**src/rtl/pa_sort_pkg.sv**
```systemverilog
// Shared types and helpers for the odd-even transposition sorter.
package pa_sort_pkg;

   typedef enum logic [1:0] {
      IDLE = 2'd0,
      SORT = 2'd1,
      DONE = 2'd2
   } sort_state_e;

   localparam logic SORT_ASC  = 1'b0;
   localparam logic SORT_DESC = 1'b1;

   // Width needed to hold a phase count from 0 to num_elem inclusive.
   function automatic int phase_width(input int num_elem);
      return (num_elem < 1) ? 1 : $clog2(num_elem + 1);
   endfunction

endpackage

```
**src/rtl/pa_cas_cell.sv**
```systemverilog
// Compare-exchange cell: orders one pair of unsigned elements by mode.
module pa_cas_cell
   import pa_sort_pkg::*;
#(
   parameter int SIZE_DATA = 8
) (
   input  logic [SIZE_DATA-1:0] a_i,
   input  logic [SIZE_DATA-1:0] b_i,
   input  logic                 mode_i,
   output logic [SIZE_DATA-1:0] lo_o,
   output logic [SIZE_DATA-1:0] hi_o,
   output logic                 swap_o
);

   // Strict compares so equal elements never swap.
   always_comb begin
      swap_o = (mode_i == SORT_DESC) ? (a_i < b_i) : (a_i > b_i);
      lo_o   = swap_o ? b_i : a_i;
      hi_o   = swap_o ? a_i : b_i;
   end

endmodule

```
**src/rtl/pa_oet_sorter.sv**
```systemverilog
// Odd-even transposition sorter: one compare-exchange phase per cycle over a
// registered working vector, with optional exit after two swap-free phases.
//
//   state | meaning
//   IDLE  | o_ready=1, waiting for an input vector
//   SORT  | one even/odd phase per cycle on the working vector
//   DONE  | o_valid=1, result held until i_ready
module pa_oet_sorter
   import pa_sort_pkg::*;
#(
   parameter int SIZE_DATA  = 8,
   parameter int NUM_ELEM   = 8,
   parameter bit EARLY_EXIT = 1'b1
) (
   input  logic                            i_clk,
   input  logic                            i_rst,
   input  logic                            i_valid,
   output logic                            o_ready,
   input  logic                            i_mode,
   input  logic [NUM_ELEM*SIZE_DATA-1:0]   i_data,
   output logic                            o_valid,
   input  logic                            i_ready,
   output logic [NUM_ELEM*SIZE_DATA-1:0]   o_data,
   output logic [phase_width(NUM_ELEM)-1:0] o_phases
);

   localparam int NC = NUM_ELEM / 2;
   localparam int PW = phase_width(NUM_ELEM);
   localparam logic [PW-1:0] LAST_PHASE = PW'(NUM_ELEM - 1);

   typedef logic [NUM_ELEM-1:0][SIZE_DATA-1:0] vec_t;

   sort_state_e   state_q, state_d;
   vec_t          vec_q, vec_d;
   logic          mode_q, mode_d;
   logic [PW-1:0] phase_q, phase_d;
   logic          noswap_q, noswap_d;

   logic [SIZE_DATA-1:0] cell_a  [NC];
   logic [SIZE_DATA-1:0] cell_b  [NC];
   logic [SIZE_DATA-1:0] cell_lo [NC];
   logic [SIZE_DATA-1:0] cell_hi [NC];
   logic [NC-1:0]        cell_sw;
   vec_t                 step_even, step_odd, vec_step;
   logic                 any_swap;

   // Cell j serves pair (2j,2j+1) in even phases and (2j+1,2j+2) in odd ones;
   // a cell without an odd partner sees equal zeros and reports no swap.
   for (genvar j = 0; j < NC; j++) begin : g_cell
      if (2*j + 2 < NUM_ELEM) begin : g_odd_pair
         assign cell_a[j] = phase_q[0] ? vec_q[2*j+1] : vec_q[2*j];
         assign cell_b[j] = phase_q[0] ? vec_q[2*j+2] : vec_q[2*j+1];
      end else begin : g_even_only
         assign cell_a[j] = phase_q[0] ? '0 : vec_q[2*j];
         assign cell_b[j] = phase_q[0] ? '0 : vec_q[2*j+1];
      end

      pa_cas_cell #(.SIZE_DATA(SIZE_DATA)) u_cas (
         .a_i    (cell_a[j]),
         .b_i    (cell_b[j]),
         .mode_i (mode_q),
         .lo_o   (cell_lo[j]),
         .hi_o   (cell_hi[j]),
         .swap_o (cell_sw[j])
      );
   end

   for (genvar k = 0; k < NUM_ELEM; k++) begin : g_elem
      if (k % 2 == 0) begin : g_even_k
         if (k + 1 < NUM_ELEM) begin : g_e
            assign step_even[k] = cell_lo[k/2];
         end else begin : g_e_pass
            assign step_even[k] = vec_q[k];
         end
         if (k >= 2) begin : g_o
            assign step_odd[k] = cell_hi[(k-2)/2];
         end else begin : g_o_pass
            assign step_odd[k] = vec_q[k];
         end
      end else begin : g_odd_k
         assign step_even[k] = cell_hi[(k-1)/2];
         if (k + 1 < NUM_ELEM) begin : g_o
            assign step_odd[k] = cell_lo[(k-1)/2];
         end else begin : g_o_pass
            assign step_odd[k] = vec_q[k];
         end
      end
   end

   assign vec_step = phase_q[0] ? step_odd : step_even;
   assign any_swap = |cell_sw;

   always_comb begin
      state_d  = state_q;
      vec_d    = vec_q;
      mode_d   = mode_q;
      phase_d  = phase_q;
      noswap_d = noswap_q;
      case (state_q)
         IDLE: begin
            if (i_valid) begin
               vec_d    = i_data;
               mode_d   = i_mode;
               phase_d  = '0;
               noswap_d = 1'b0;
               state_d  = SORT;
            end
         end
         SORT: begin
            vec_d    = vec_step;
            phase_d  = phase_q + PW'(1);
            noswap_d = ~any_swap;
            if ((phase_q == LAST_PHASE) ||
                (EARLY_EXIT && (phase_q != '0) && !any_swap && noswap_q)) begin
               state_d = DONE;
            end
         end
         DONE: begin
            if (i_ready) state_d = IDLE;
         end
         default: state_d = IDLE;
      endcase
   end

   always_ff @(posedge i_clk) begin
      if (i_rst) begin
         state_q  <= IDLE;
         vec_q    <= '0;
         mode_q   <= SORT_ASC;
         phase_q  <= '0;
         noswap_q <= 1'b0;
      end else begin
         state_q  <= state_d;
         vec_q    <= vec_d;
         mode_q   <= mode_d;
         phase_q  <= phase_d;
         noswap_q <= noswap_d;
      end
   end

   assign o_ready  = (state_q == IDLE);
   assign o_valid  = (state_q == DONE);
   assign o_data   = vec_q;
   assign o_phases = phase_q;

endmodule

```
**config.mk**
```make
export PLATFORM = sky130hd
export DESIGN_NAME = pa_oet_sorter
export DESIGN_NICKNAME = d
export VERILOG_FILES = /design/src/rtl/pa_sort_pkg.sv /design/src/rtl/pa_cas_cell.sv /design/src/rtl/pa_oet_sorter.sv
export SDC_FILE = /design/constraint.sdc
export NUM_CORES = 1
export LEC_CHECK = 0
export CAP_MARGIN = 20
export CORE_MARGIN = 5
export CORE_UTILIZATION = 51
export DETAILED_ROUTE_END_ITERATION = 6
export PLACE_DENSITY = 0.82
export SKIP_LAST_GASP = 1
export SLEW_MARGIN = 20
export SYNTH_ARGS = -nofsm -noshare
export SYNTH_HDL_FRONTEND = slang
export SYNTH_SLANG_ARGS = --single-unit
```
**constraint.sdc**
```tcl
create_clock -name i_clk -period 4.8 [get_ports i_clk]
set_clock_uncertainty 0.2 [all_clocks]
set_input_delay 0.48 -clock i_clk [delete_from_list [all_inputs] [get_ports i_clk]]
set_output_delay 0.48 -clock i_clk [all_outputs]
set_load 0.05 [all_outputs]
```
# After elaboration in Yosys (flattened, before gate mapping)
# Index checks and enable logic that the tools add are counted.
word_totals:
  latch_bits: 0
  ramBits: 0
  n_memories: 0
  register_bits: 72
  out_inout_bits: 70
  input_bits: 69
  wordCells: 72
  rom_bits: 0
op_classes:
  shifts: 0
  n_reduce_logical: 12
  bitwise_logic: 1
  n_mul: 0
  muxes: 31
  n_lt_le_gt_ge: 8
  n_div: 0
  n_eq_ne: 7
  addsub: 1
ops:
  columns: ["op", "n"]
  rows:
  - ["$mux W64", 2]
  - ["$mux W8", 16]
  - ["$pmux W64 S2", 1]
  - ["$gt A8 B8 Y1", 4]
  - ["$lt A8 B8 Y1", 4]
  - ["$pmux W4 S2", 1]
  - ["$mux W2", 3]
  - ["$ne A2 B2 Y1 const B", 3]
  - ["$pmux W2 S3", 1]
  - ["$reduce_and A3 Y1", 2]
  - ["$mux W1", 5]
  - ["$add A4 B1 Y4 const B", 1]
  - ["$eq A4 B3 Y1 const B", 1]
  - ["$mux W4", 1]
  - ["$reduce_and A2 Y1", 2]
  - ["$reduce_bool A4 Y1", 1]
  - ["$reduce_or A4 Y1", 1]
  - ["$eq A2 B1 Y1 const B", 1]
  - ["$eq A2 B2 Y1 const B", 1]
  - ["$logic_and A1 B1 Y1", 2]
  - ["$logic_not A2 Y1", 1]
  - ["$ne A2 B1 Y1 const B", 1]
  - ["$pmux W1 S2", 1]
  - ["$reduce_bool A2 Y1", 1]
  - ["other kinds (3)", 3]

# Depth between registers and ports, before layout
depth:
  word_depth: 10
  ltp_mapped: 15
  mapped_depth_nobuf: 11

# Hierarchy
# A second synthesis with hierarchy kept.
hier_totals:
  hier_cells: 729
  hier_area_um2: 6993.0
modules_own_cells:
  columns: ["mod", "seq_area_each_um2", "n_inst", "cells_per_inst", "area_per_inst_um2"]
  rows:
  - ["pa_oet_sorter", 1441.4, 1, 529, 5101.1]
  - ["pa_cas_cell", 0.0, 4, 50, 473.0]

# Least setup slack after synthesis
# Ideal clock, no wire load.
synth_timing:
  kind: "flip-flop to flip-flop"
  start: "register phase_q[0], in the netlist o_phases[0]"
  end: "register noswap_q"
  period_less_slack_ns: 3.865
  stages_incl_launch_ff: 15
  path_buffers: 5
  setup_time_ns: 0.070
  t_required_ns: 4.530
  arrival_time_ns: 3.595
  setup_slack_ns: 0.935
  path_cell_list: "dfxtp_1 clkbuf_1 buf_2 clkbuf_1 clkbuf_1 nor2b_1 ha_1 nor2b_1 o211ai_2 nand2_1 and2_1 clkbuf_1 or3_1 or4_1 a21oi_1"
synth_via:
  elab_chain_cells: 6
  word_cells_on_any_way: 23
  classes_between: "8 x order compare; 13 x mux; 1 x bitwise; 1 x reduce/logical"
synth_rtl:
  columns: ["item", "line_no", "source"]
  rows:
  - ["start: declaration", "pa_oet_sorter.sv:36", "logic [PW-1:0] phase_q, phase_d;"]
  - ["start signal: assignment", "pa_oet_sorter.sv:136", "phase_q <= phase_d;"]
  - ["$mux W8 (on tied branches)", null, null]
  - ["$gt A8 B8 Y1 or $lt A8 B8 Y1 (tied branches)", "pa_cas_cell.sv:17", "swap_o = (mode_i == SORT_DESC) ? (a_i < b_i) : (a_i > b_i);"]
  - ["$mux W1", "pa_cas_cell.sv:17", null]
  - ["$reduce_or A4 Y1 *", "pa_oet_sorter.sv:91", "assign any_swap = |cell_sw;"]
  - ["$not A1 Y1 *", "pa_oet_sorter.sv:112", "noswap_d = ~any_swap;"]
  - ["$pmux W1 S2 *", "pa_oet_sorter.sv:99", "case (state_q)"]
  - ["end signal: assignment", "pa_oet_sorter.sv:137", "noswap_q <= noswap_d;"]
  - ["end: declaration", "pa_oet_sorter.sv:37", "logic noswap_q, noswap_d;"]
# Mark *: on every way between the ends. The rest lies on a longest branch, timed or not.
# A chain may end at the register's enable or synchronous reset.

# Worst setup path after layout
layout_timing:
  start: "register phase_q[0], in the netlist o_phases[0]"
  end: "register vec_q (netlist bit o_data[33])"
layout_via:
  elab_chain_cells: 6
  word_cells_on_any_way: 14
  classes_between: "4 x order compare; 10 x mux"
layout_rtl:
  columns: ["item", "line_no", "source"]
  rows:
  - ["$mux W8 (on tied branches)", "pa_oet_sorter.sv:51, pa_oet_sorter.sv:52", null]
  - ["$gt A8 B8 Y1 or $lt A8 B8 Y1 (tied branches)", "pa_cas_cell.sv:17", null]
  - ["$mux W1", "pa_cas_cell.sv:17", null]
  - ["$mux W8 (on tied branches)", "pa_cas_cell.sv:18, pa_cas_cell.sv:19", null]
  - ["$mux W64 *", "pa_oet_sorter.sv:90", "assign vec_step = phase_q[0] ? step_odd : step_even;"]
  - ["$pmux W64 S2 *", "pa_oet_sorter.sv:99", null]
  - ["end signal: assignment", "pa_oet_sorter.sv:134", "vec_q <= vec_d;"]
  - ["end: declaration", "pa_oet_sorter.sv:34", "vec_t vec_q, vec_d;"]
# Mark *: on every way between the ends. The rest lies on a longest branch, timed or not. The select of a mux whose other input is x is not followed.

==> summary.md <==
| Metric | Value |
|---|---|
| Antenna fix cells | 0 |
| Crit path capture type | flop |
| DP HPWL | 14.4 mm |
| DRT antenna net count | 0 |
| Number of synthesized flops with an enable pin | 0 |
| Max transition margin | 0.247 |
| Max stage delay on crit path | 750 ps |
| Final std cells w/o fill | 1054 |
| CTS-repair resized insts | 0 |
| Register area share after synthesis | 0.251 |
| Vias | approximately 6700 |
| Io pins | 139 |
| Asr flop ratio synth | 0 |
| Worst EP required | about 4800 ps |
| CTS Hold Buffers Added | 0 |
| Cells after Synth | 812 |
| Worst Path Class, Setup | flop to flop |
| Sw power | roughly 1.4 mW |
| GRT overflow | 0 |
| Vias in the first global route | around 6400 |
| RSZ-0062 raised after global routing | no |
| CTS Buf Count | 9 |
| Initial Utilization | 0.526 |
| Fmax | around 0.26 GHz |
| Final worst slack | slightly below 900 ps |
| Die ar. | about 0.013 mm^2 |
| Final hold slack | around 290 ps |
| Final period util | 0.815 |
| Layout Nets | just over 1000 |
| Pwr Density | roughly 400 mW/mm^2 |
| Max clock buf depth | 2 |
| Clock group share of total power | 0.213 |
| Worst-Skew Late Latency | 340 ps |
| Die Wd | ~120 um |
| Static Leak | approximately 2.7 nW |
| CP bufs+invs | 2 |
| Critical path peak fanout | 33 |
| Power share of the sequential group | 0.262 |
| Drt drc | 0 |
| Max Slew Vio Count | 0 |
| Sum Neg Setup Slack | 0 ps |
| Cell count after placement | a little over 1000 |
| First-pass GRT wire length | 32.3 mm |
| Total GRT Usage | 0.297 |
| Chip Height | 116 um |
| Post-CTS setup buffer count | 0 |
| Post-Syn Area | roughly 0.0057 mm^2 |
| Final setup viols | 0 |
| 1st-pass router iterations | 5 |
| Synth warn | 0 |
| Critical path, cell by cell | buf_4 > mux2_2 > ha_1 > a211o_1 > nand3_1 > nand4_2 > nor3_2 > buf_4 > mux2_2 > nand2_1 > a41oi_1 |
| CTS tree | yes |
| CP max-delay cell | nor3_2 |
| Peak VDD IR | between 0.2 and 0.25 mV |
| Layout cells sized above 1 | 0.0624 |
| CTS Root Cell | clkbuf_16 |
| Reg clk slew, reported paths | ~60 ps |
| Max cap viols | 0 |
| Clock Sink Count | between 70 and 80 |
| Final Critical Period | 3910 ps |
| Yosys reg bits | 72 |
| R2r setup slk | between 800 and 900 ps |
| Sw Ratio | 0.460 |
| Crit-path leading delay family | simple AND/OR/NAND/NOR gates |
| Largest net degree at the start of global routing | 62 |
| Initial DRC Count | around 650 |
| CP arrival | 3910 ps |
| Std-Cell Core Area | approximately 0.011 mm^2 |
| P&R area growth vs syn | 29.4% |
| Routed length per instance | about 19 um |
| Final Wtd Congestion | about 0.94 |
| Synth cell types | 53 |
| Post-synth net total | approximately 900 |
| Primary FF master, synth | dfxtp_1 |
| Fin. Hold Viols | 0 |
| Synth Area per Inst | just over 7 um^2 |
| Outcome | finished clean |
| Worst slew pin tran | between 1000 and 1500 ps |
| Initial antenna violation count | 0 |
| Setup slack after placement | approximately 970 ps |
| H-tree levels | 3 |
| Routed vias/inst | between 6 and 7 |
| Critical path startpoint category | flop |
| Internal | 1.61 mW |
| Comb power frac | 0.526 |
| HP Class | flop to flop |
| Final WL | 20.3 mm |
| Port Buffers | 138 |
| Core Rows | 38 |
==> layer usage <==
| metal | routed length, um | global-route usage |
|---|---|---|
| met1 | 8700 | 0.385 |
| met2 | 9480 | 0.483 |
| met3 | 1480 | 0.0435 |
| met4 | 637 | 0.149 |
| met5 | 0 | 0 |
==> logic make-up after synthesis <==
logic type	synth area share
compound gates	0.287
fa+ha+maj	0.0740
buf+inv	0.0546
flops	0.251
mux	0.0575
simple gates	0.277
==> cell usage in the layout (no fill, tap or decap), types with 8 or more instances in the layout <==
| cell type | count |
|---|---|
| a21oi_1 | 45 |
| nor2_1 | 34 |
| o21ai_0 | 63 |
| a21boi_0 | 17 |
| mux2_2 | 16 |
| nand2_1 | 183 |
| a22oi_1 | 8 |
| dfxtp_1 | 71 |
| a41oi_1 | 16 |
| mux2i_1 | 15 |
| clkdlybuf4s50_1 | 137 |
| ha_1 | 34 |
| nand3_1 | 56 |
| clkbuf_16 | 9 |
| a31oi_1 | 16 |
| and3_1 | 11 |
| a21o_1 | 16 |
| nor2b_1 | 14 |
| o211ai_1 | 21 |
| nor4_1 | 9 |
| a311oi_1 | 13 |
| buf_4 | 17 |
| nand4_1 | 12 |
==> cell usage after synthesis, types with 8 or more instances <==
library cell	count	area share
mux2_2	16	0.031
nand3_1	56	0.049
nand4_1	12	0.013
a311oi_1	13	0.020
a31oi_1	16	0.017
nor4_1	9	0.0098
a21o_1	16	0.021
o211ai_1	21	0.027
a41oi_1	16	0.024
ha_1	34	0.074
nand2_1	183	0.12
o21ai_0	63	0.055
dfxtp_1	72	0.25
mux2i_1	15	0.026
nor2b_1	15	0.016
buf_2	14	0.012
clkbuf_1	46	0.030
a22oi_1	8	0.010
buf_1	8	0.0052
nor2_1	34	0.022
a21boi_0	17	0.022
and3_1	11	0.012
a21oi_1	45	0.039
==> power by group through the flow <==
stage | registers (mW) | logic (mW) | clock network (mW)
6_report | 0.783 | 1.57 | 0.637
5_1_grt | 0.792 | 1.71 | 0.662
4_1_cts | 0.779 | 1.56 | 0.637
3_5_place_dp | 0.790 | 1.55 | 0
3_3_place_gp | 0.788 | 1.51 | 0
2_1_floorplan | 1.00 | 0.903 | 0
==> final cells by class <==
type | instances | area [um^2]
clock buffer | 15 | 268
fill | 980 | 3500
inverter | 8 | 30.0
multi-input combinational | 663 | 4000
sequential | 72 | 1440
tap | 140 | 175
timing repair buffer | 156 | 1520
==> through the flow <==
stage	power, mW	utilization	area [um^2]
6_report	2.99	0.680	7440
5_1_grt	3.17	0.680	7440
4_1_cts	2.98	0.680	7440
3_5_place_dp	2.34	0.656	7170
3_3_place_gp	2.30	0.656	7170
2_1_floorplan	1.91	-	5750
==> flip-flops by register name (all words and copies together) (netlist names) <==
signal	count
o_data	64
mode_q	1
noswap_q	1
state_q	2
o_phases	4
==> worst paths after layout <==
path	to	depth (start not counted)	from
setup / recovery	o_data[33]	11	o_phases[0]
hold / removal	noswap_q	2	noswap_q
setup reg to reg	o_data[33]	11	o_phases[0]
hold reg to reg	noswap_q	2	noswap_q
==> worst register-to-register path, stage by stage, from the launching register on <==
cell and delay (ps):
dfxtp_2 330, buf_4 380, mux2_2 420, ha_1 310, a211o_1 300, nand3_1 110, nand4_2 120, nor3_2 750
buf_4 330, mux2_2 350, nand2_1 70, a41oi_1 120
No activity file was read; power rests on OpenSTA's default activity.
